[src/rtl/multicycle_ctrl.sv]
// multicycle_ctrl: control FSM for a multicycle processor whose memory bus is
// MEMW bits wide. A 32-bit instruction or data word therefore takes
// BEATS = 32/MEMW bus transfers.
//
// Ports
//   clk, reset             single rising-edge clock; asynchronous active-high reset
//   instr, zero, mem_ready instruction register, ALU zero flag, memory handshake
//   memread, memwrite      memory request strobes
//   iord                   address select (0 = PC, 1 = ALU)
//   beat                   beat index, added to the address by the datapath
//   irwrite, mdrwrite      one-hot lane enables for the IR and MDR
//   regwrite, regdst, memtoreg         register file controls
//   pcen, pcsrc                        PC controls
//   alusrca, alusrcb, alucont          ALU controls
//   state, instr_done, illegal_op      debug state and status pulses
//
// State table
//   state    | meaning
//   FETCH    | read instruction beats into the IR; PC += MEMW/8 per beat
//   DECODE   | compute the branch target; dispatch on the opcode
//   MEMADR   | compute the load/store address
//   MEMRD    | read data beats into the MDR (1 beat for LB, BEATS for LW)
//   MEMWB    | write loaded data to the register file
//   MEMWR    | write data beats (1 beat for SB, BEATS for SW)
//   RTYPEEX  | R-type ALU operation selected by funct
//   RTYPEWB  | write the R-type result to rd
//   BEQEX    | compare; take the branch when zero is set
//   ADDIEX   | add immediate
//   ADDIWB   | write the ADDI result to rt
//   JEX      | jump
//   ILLEGAL  | unknown opcode: one-cycle flag, nothing written

module multicycle_ctrl #(
    parameter int MEMW = 8,
    localparam int BEATS = 32 / MEMW,
    localparam int BW = (BEATS > 1) ? $clog2(BEATS) : 1
) (
    input  logic             clk,
    input  logic             reset,
    input  logic [31:0]      instr,
    input  logic             zero,
    input  logic             mem_ready,
    output logic             memread,
    output logic             memwrite,
    output logic             iord,
    output logic [BW-1:0]    beat,
    output logic [BEATS-1:0] irwrite,
    output logic [BEATS-1:0] mdrwrite,
    output logic             regwrite,
    output logic             regdst,
    output logic             memtoreg,
    output logic             pcen,
    output logic [1:0]       pcsrc,
    output logic             alusrca,
    output logic [1:0]       alusrcb,
    output logic [2:0]       alucont,
    output logic [3:0]       state,
    output logic             instr_done,
    output logic             illegal_op
);

    typedef enum logic [3:0] {
        S_FETCH   = 4'd0,
        S_DECODE  = 4'd1,
        S_MEMADR  = 4'd2,
        S_MEMRD   = 4'd3,
        S_MEMWB   = 4'd4,
        S_MEMWR   = 4'd5,
        S_RTYPEEX = 4'd6,
        S_RTYPEWB = 4'd7,
        S_BEQEX   = 4'd8,
        S_ADDIEX  = 4'd9,
        S_ADDIWB  = 4'd10,
        S_JEX     = 4'd11,
        S_ILLEGAL = 4'd12
    } state_t;

    localparam logic [BW-1:0] LAST_BEAT = BW'(BEATS - 1);

    state_t          state_q, state_d;
    logic [BW-1:0]   beat_q, beat_d;

    logic [5:0]      op;
    logic [5:0]      funct;
    logic            is_store;
    logic            mem_last;
    logic [BEATS-1:0] lane;
    logic            unused_instr;

    assign op    = instr[31:26];
    assign funct = instr[5:0];
    assign unused_instr = ^instr[25:6];

    // Opcode bit 29 separates stores (101xxx) from loads (100xxx); bit 26
    // separates word accesses (xxxx11) from byte accesses (xxxx00).
    assign is_store = op[3];
    // Byte accesses are a single beat at index 0; word accesses run all beats.
    assign mem_last = op[0] ? (beat_q == LAST_BEAT) : 1'b1;
    assign lane     = BEATS'(1) << beat_q;

    always_ff @(posedge clk or posedge reset) begin
        if (reset) begin
            state_q <= S_FETCH;
            beat_q  <= '0;
        end else begin
            state_q <= state_d;
            beat_q  <= beat_d;
        end
    end

    always_comb begin
        state_d    = state_q;
        beat_d     = beat_q;
        memread    = 1'b0;
        memwrite   = 1'b0;
        iord       = 1'b0;
        beat       = '0;
        irwrite    = '0;
        mdrwrite   = '0;
        regwrite   = 1'b0;
        regdst     = 1'b0;
        memtoreg   = 1'b0;
        pcen       = 1'b0;
        pcsrc      = 2'b00;
        alusrca    = 1'b0;
        alusrcb    = 2'b00;
        alucont    = 3'b000;
        state      = 4'd0;
        instr_done = 1'b0;
        illegal_op = 1'b0;

        // Reset forces every output low combinationally so a mid-instruction
        // reset drops all strobes without waiting for a clock edge.
        if (!reset) begin
            state = state_q;
            beat  = beat_q;
            case (state_q)
                S_FETCH: begin
                    memread = 1'b1;
                    alusrcb = 2'b01;
                    alucont = 3'b010;
                    if (mem_ready) begin
                        irwrite = lane;
                        pcen    = 1'b1;
                        if (beat_q == LAST_BEAT) begin
                            beat_d  = '0;
                            state_d = S_DECODE;
                        end else begin
                            beat_d = beat_q + BW'(1);
                        end
                    end
                end
                S_DECODE: begin
                    alusrcb = 2'b11;
                    alucont = 3'b010;
                    beat_d  = '0;
                    case (op)
                        6'b100000, 6'b100011,
                        6'b101000, 6'b101011: state_d = S_MEMADR;
                        6'b000000:            state_d = S_RTYPEEX;
                        6'b000100:            state_d = S_BEQEX;
                        6'b001000:            state_d = S_ADDIEX;
                        6'b000010:            state_d = S_JEX;
                        default:              state_d = S_ILLEGAL;
                    endcase
                end
                S_MEMADR: begin
                    alusrca = 1'b1;
                    alusrcb = 2'b10;
                    alucont = 3'b010;
                    state_d = is_store ? S_MEMWR : S_MEMRD;
                end
                S_MEMRD: begin
                    memread = 1'b1;
                    iord    = 1'b1;
                    if (mem_ready) begin
                        mdrwrite = lane;
                        if (mem_last) begin
                            beat_d  = '0;
                            state_d = S_MEMWB;
                        end else begin
                            beat_d = beat_q + BW'(1);
                        end
                    end
                end
                S_MEMWB: begin
                    regwrite   = 1'b1;
                    memtoreg   = 1'b1;
                    instr_done = 1'b1;
                    state_d    = S_FETCH;
                end
                S_MEMWR: begin
                    memwrite = 1'b1;
                    iord     = 1'b1;
                    if (mem_ready) begin
                        if (mem_last) begin
                            instr_done = 1'b1;
                            beat_d     = '0;
                            state_d    = S_FETCH;
                        end else begin
                            beat_d = beat_q + BW'(1);
                        end
                    end
                end
                S_RTYPEEX: begin
                    alusrca = 1'b1;
                    case (funct)
                        6'b100000: alucont = 3'b010;
                        6'b100010: alucont = 3'b110;
                        6'b100100: alucont = 3'b000;
                        6'b100101: alucont = 3'b001;
                        6'b101010: alucont = 3'b111;
                        default:   alucont = 3'b010;
                    endcase
                    state_d = S_RTYPEWB;
                end
                S_RTYPEWB: begin
                    regwrite   = 1'b1;
                    regdst     = 1'b1;
                    instr_done = 1'b1;
                    state_d    = S_FETCH;
                end
                S_BEQEX: begin
                    alusrca    = 1'b1;
                    alucont    = 3'b110;
                    pcsrc      = 2'b01;
                    pcen       = zero;
                    instr_done = 1'b1;
                    state_d    = S_FETCH;
                end
                S_ADDIEX: begin
                    alusrca = 1'b1;
                    alusrcb = 2'b10;
                    alucont = 3'b010;
                    state_d = S_ADDIWB;
                end
                S_ADDIWB: begin
                    regwrite   = 1'b1;
                    instr_done = 1'b1;
                    state_d    = S_FETCH;
                end
                S_JEX: begin
                    pcsrc      = 2'b10;
                    pcen       = 1'b1;
                    instr_done = 1'b1;
                    state_d    = S_FETCH;
                end
                S_ILLEGAL: begin
                    illegal_op = 1'b1;
                    instr_done = 1'b1;
                    state_d    = S_FETCH;
                end
                default: begin
                    // Encodings 13-15: outputs stay at their zero defaults.
                    state = 4'd0;
                    beat  = '0;
                    state_d = S_FETCH;
                    beat_d  = '0;
                end
            endcase
        end
    end

endmodule

[config.mk]
export PLATFORM = sky130hd
export DESIGN_NAME = multicycle_ctrl
export DESIGN_NICKNAME = d
export VERILOG_FILES = /design/src/rtl/multicycle_ctrl.sv
export SDC_FILE = /design/constraint.sdc
export NUM_CORES = 1
export LEC_CHECK = 0
export CAP_MARGIN = 20
export CORE_ASPECT_RATIO = 1.25
export CORE_MARGIN = 5
export CORE_UTILIZATION = 33
export CTS_CLUSTER_DIAMETER = 80
export DETAILED_ROUTE_END_ITERATION = 8
export PLACE_DENSITY = 0.88
export SETUP_SLACK_MARGIN = 0.15
export SYNTH_ARGS = -nofsm -noshare
export SYNTH_HDL_FRONTEND = slang
export SYNTH_SLANG_ARGS = --single-unit
[constraint.sdc]
create_clock -name clk -period 2 [get_ports clk]
set_clock_uncertainty 0.1 [all_clocks]
set_input_delay 0.3 -clock clk [delete_from_list [all_inputs] [get_ports clk]]
set_output_delay 0.3 -clock clk [all_outputs]
set_load 0.05 [all_outputs]
[Word level (Yosys, flattened, before mapping)]
Cells that the tools add are included.
Cells by class
  multiplexer cells: 54
  reductions and logical operators: 14
  eq/ne operators: 31
  shift-type cells: 1
  bitwise gates (word level): 2
  add/sub/neg operators: 1
Operator list (count)
  2-to-1 mux 4 bit: 13
  == test 6 bit, second input constant: 8
  one-hot mux 4 bit (7 select lines): 1
  2-to-1 mux 1 bit: 22
  == test 4 bit, second input constant: 5
  one-hot mux 4 bit (5 select lines): 1
  == test 4 x 3 -> 1 bit, second input constant: 4
  2-to-1 mux 2 bit: 8
  OR reduction 13 bit: 1
  != test 2 bit, second input constant: 6
  one-hot mux 2 bit (3 select lines): 2
  one-hot mux 3 bit (4 select lines): 1
  OR reduction 4 bit: 3
  one-hot mux 3 bit (3 select lines): 1
  OR reduction 9 bit: 1
  == test 4 x 2 -> 1 bit, second input constant: 2
  AND reduction 7 bit: 1
  == test 6 x 2 -> 1 bit, second input constant: 1
  == test 6 x 3 -> 1 bit, second input constant: 1
  == test 6 x 4 -> 1 bit, second input constant: 1
  zero test 6 bit: 1
  2-to-1 mux 3 bit: 2
  OR reduction 2 bit: 3
  OR reduction 6 bit: 1
  12 further kinds: 13
Word-level totals
  output and inout port bits: 31
  flip-flop bits (word level): 6
  word-level logic and storage cells: 105

[Depth between registers and ports, before layout]
  word-level depth: 6
  gate-level depth with buffers: 6
  gate-level depth less buffers: 5

[Least setup slack after synthesis]
OpenSTA, ideal clock, no wires.
  kind: register to output
  from: register state_q[2]
  to: output alusrcb[0]
  arrival: 2.400 ns
  buffers on the path: 3
  cell stages (with the launch flop): 5
  data required time: 1.600 ns
  path slack: -0.800 ns
  cell sequence: dfrtp_1 -> buf_6 -> buf_2 -> buf_1 -> nor4_1
Between the ends
  word-level cells in the longest chain between the ends: 4
RTL lines
  from (decl): RTL line 80  | state_t state_q, state_d;
  from (signal assigned): RTL line 106  | state_q <= state_d;
  == test 4 bit / == test 4 x 2 -> 1 bit (equally long branches): RTL line 137  | case (state_q)
  OR reduction 2 bit (no line)
  one-hot mux 2 bit (3 select lines) (*): RTL line 137
  2-to-1 mux 2 bit (*): RTL line 134  | if (!reset) begin
  to (decl): RTL line 55  | output logic [1:0] alusrcb,
Mark *: on every way between the ends. The rest lies on a longest branch, timed or not.

[Final worst setup path]
  from: register state_q[1]
  to: output irwrite[1]
Between the ends
  word-level cells in the longest chain between the ends: 3
RTL lines
  zero test 4 bit: RTL line 137
  2-to-1 mux 4 bit: RTL line 137
  2-to-1 mux 4 bit: RTL line 134
  to (decl): RTL line 47  | output logic [BEATS-1:0] irwrite,
Every way passes these cells.

==> flow_summary_export.csv <==
group,metric,value,unit
status,status,"finished with violations",
status,violations,"negative setup slack",
routing,wirelength,6037,um
global_route,grt_pass1_wl,8418,um
cts,cts_root_buf,"clkbuf_8",
pwr,pwr-share-comb,89.5,%
critical_path,critPathRequiredTime,1600,ps
timing,layout_min_cycle_time,2113,ps
yosys,synth_edf_count,0,
cts,cts_hold_buf,0,
critical_path,path_class,"reg2out",
global_route,met3_usage,4.425,%
timing,period_share,105.7,%
die,dieArea,4434,um^2
cts,clkTransAtPathRegs,40,ps
finish,fill_cells,116,
critical_path,reg2reg_from,"state_q[0]",
timing,drv_slew,0,
yosys,synth.distinct_cells,47,
pwr,clkPwrFrac,4.2,%
yosys,yosysSeqAreaShare,14.23,%
die,die_w,60.57,um
yosys,syn-num-nets,188,
global_route,grt_max_degree,10,
pwr,ir_drop,1.310,mV
global_route,grt_util_met2,46.02,%
die,row_count,23,
routing,final_antenna_net_count,0,
die,initial_core_util,33.63,%
yosys,ys_ff_latch,6,
routing,drt-initial-drc-count,119,
finish,regArea,153.9,um^2
global_route,track_usage,25.22,%
cts,cts_sinks,6,
routing,firstDrtPassIters,5,
pwr,p_leak,0.001105,uW
critical_path,crit_fanout,5,
yosys,yosys.area.top_type,"dfrtp_1",
cts,clockBufferDepth,2,
worst_hold_path,hold_class,"in2async",
finish,layout-drive-gt1-share,68.60,%
timing,max_freq,473.2,MHz
timing,tightest_slew,379.9,ps
critical_path,crit_slowest_cell,"dfrtp_2",
finish,stdcell_count,279,
timing,setup_tns,-1641,ps
yosys,syn_inst,148,
pwr,p_sw_share,49.69,%
place,numPortBuffers,46,
global_route,met1_usage,26.47,%
cts,htree_levels,1,
yosys,synth_top_area_share,14.23,%
timing,setup_viol,24,
global_route,first_global_vias,1711,
pwr,p_int,2423,uW
yosys,yosys_warnings,0,
routing,drc,0,
flow_run,cap_viol_max_count,0,
place,gp_congestion,0.8714,
place,dp_hpwl,2910,um
cts,cts_tree,"done",
finish,multi_input_area,1265,um^2
die,core,3137,um^2
routing,vias_per_cell,5.957,
critical_path,reg2reg_to,"state_q[0]",
critical_path,critical_path.endpoint,"irwrite[1]",
timing,finalHoldViolCount,0,
critical_path,end_kind,"primary output",
pwr,p_sw,2393,uW
critical_path,critPathMostFrequentCell,"buf_6",
critical_path,r2r_slack,-60,ps
yosys,ys.flop_type,"dfrtp_1",
yosys,synth-async-reset-ratio,100.0,%
cts,cts_buffers,3,
yosys,synth_area_leaders,"dfrtp_1 (14%), nor2_1 (6.4%), and2_1 (5.9%)",
critical_path,cp-start-kind,"register",
timing,rsz0062_at_grt,"true",
global_route,overflow,0,
global_route,antenna_found_initial,0,
yosys,avgSynthCellArea,7.127,um^2
pwr,p_per_area,1732,nW/um^2
timing,whs,242.3,ps
critical_path,cp_cell_sequence,"buf_6, or3_4, nor2_4, buf_6, and2_4, buf_12",
finish,diodes,0,
pwr,pwr-share-seq,6.3,%
cts,clk_latency,240,ps
die,io_pins,67,
yosys,syn_area,1055,um^2
critical_path,max_stage_delay,460,ps
finish,fin_util,88.63,%
finish,fin_nets,284,
critical_path,worstPathArrival,1710,ps
die,die_h,73.21,um
critical_path,worst-r2r-cell-count,6,
global_route,grt-busiest-layer,"met2",
finish,area_growth,163.6,%
timing,max-slew-margin-rel,74.67,%
critical_path,critPathLaunch,"state_q[1]",
routing,post_drt_wl_per_cell,21.64,um
timing,setup_slack,-113.4,ps
routing,vias,1662,
place,placed_cells,245,
## kinds of logic after synthesis
| family | count (synthesis) | synth area share (%) |
|---|---|---|
| and+or+nand+nor | 76 | 39.15 |
| buffers and inverters | 21 | 9.371 |
| xor gates and xnor gates | 5 | 4.865 |
| AOI/OAI and AO/OA | 31 | 22.30 |
| DFF | 6 | 14.23 |
| adders and majority gates | 4 | 4.745 |
| muxes | 5 | 5.338 |
## cell usage in the layout (no fill, tap or decap), types with 5 or more instances in the layout
master / count
buf_6: 24
clkdlybuf4s50_1: 13
nand3_1: 5
and2_4: 10
inv_1: 5
nand2_1: 7
buf_12: 21
nor2_4: 8
buf_8: 9
nor2_1: 7
buf_4: 35
## per-stage QoR
step / worst slack (ps) / area, um^2 / power (uW)
final: -113.4 / 2780 / 4816
after global routing: -143.7 / 2780 / 4963
after CTS: -76.63 / 2565 / 4105
after detailed placement: -154.0 / 2044 / 3030
after global placement: -136.0 / 2044 / 2981
after floorplan: -42.04 / 1277 / 2093
## power groups by stage
| stage | registers, uW | logic (uW) | clock network, uW |
|---|---|---|---|
| finish | 305 | 4310 | 203 |
| global route | 309 | 4450 | 207 |
| CTS | 278 | 3640 | 190 |
| detailed placement | 273 | 2760 | 0 |
| global placement | 269 | 2710 | 0 |
| floorplan | 221 | 1870 | 0 |
## final cells by class
type,instances,area share (%)
clock buffers,3,1.485
inverters,8,1.350
multi-input cells,121,45.50
flip-flops and latches,6,5.536
well taps,37,1.665
repair buffers,104,44.46
## routing by layer
layer  routed length [um]  share of wire [%]
met4                  294                4.9
met3                  477                7.9
met1                 2101                 35
met2                 3163                 52
met5                    0                  0
## synthesized netlist by cell type (2+ instances only)
cell      instances
nor2_1           18
and2_1           10
nand2_1          10
a21oi_1           8
clkbuf_1          8
inv_1             7
dfrtp_1           6
nand3_1           6
nor3_1            6
nand2b_1          5
ha_1              4
nor4_1            4
o21ai_0           4
a211oi_1          3
mux2i_1           3
nand4b_1          3
or3_1             3
a31oi_1           2
a32oi_1           2
buf_6             2
nand4_1           2
nor2b_1           2
o211ai_1          2
o22ai_1           2
or3_4             2
xnor2_1           2
xor2_1            2
## sequential cells by signal, summed over array words and instances, names as in the netlist
| register | count |
|---|---|
| state_q | 4 |
| beat_q | 2 |
## worst min path at each step
| stage | slack [ps] | start | cells after the start | to |
|---|---|---|---|---|
| 2_1_floorplan | -0.3 | reset | 1 | beat_q[0] |
| 3_3_place_gp | 510 | beat_q[1] | 2 | beat_q[1] |
| 3_5_place_dp | 530 | beat_q[1] | 2 | beat_q[1] |
| 4_1_cts | 220 | reset | 3 | state_q[1] |
| 5_1_grt | 300 | reset | 3 | state_q[0] |
| 6_report | 240 | reset | 3 | state_q[0] |
## worst max-delay path: cells and delay by family (launching register included)
kind          cells  cell delay (ps)
flops             1              460
buf+inv           3              400
simple gates      3              610
## repair_timing
action / in CTS / in global routing
pin swaps: 19 / 16
buffers inserted: 21 / 10
endpoints found under the hold margin: 0 / 0
endpoints found under the setup margin: 36 / 35
resized for setup: 77 / 29
No activity file was read; power rests on OpenSTA's default activity.
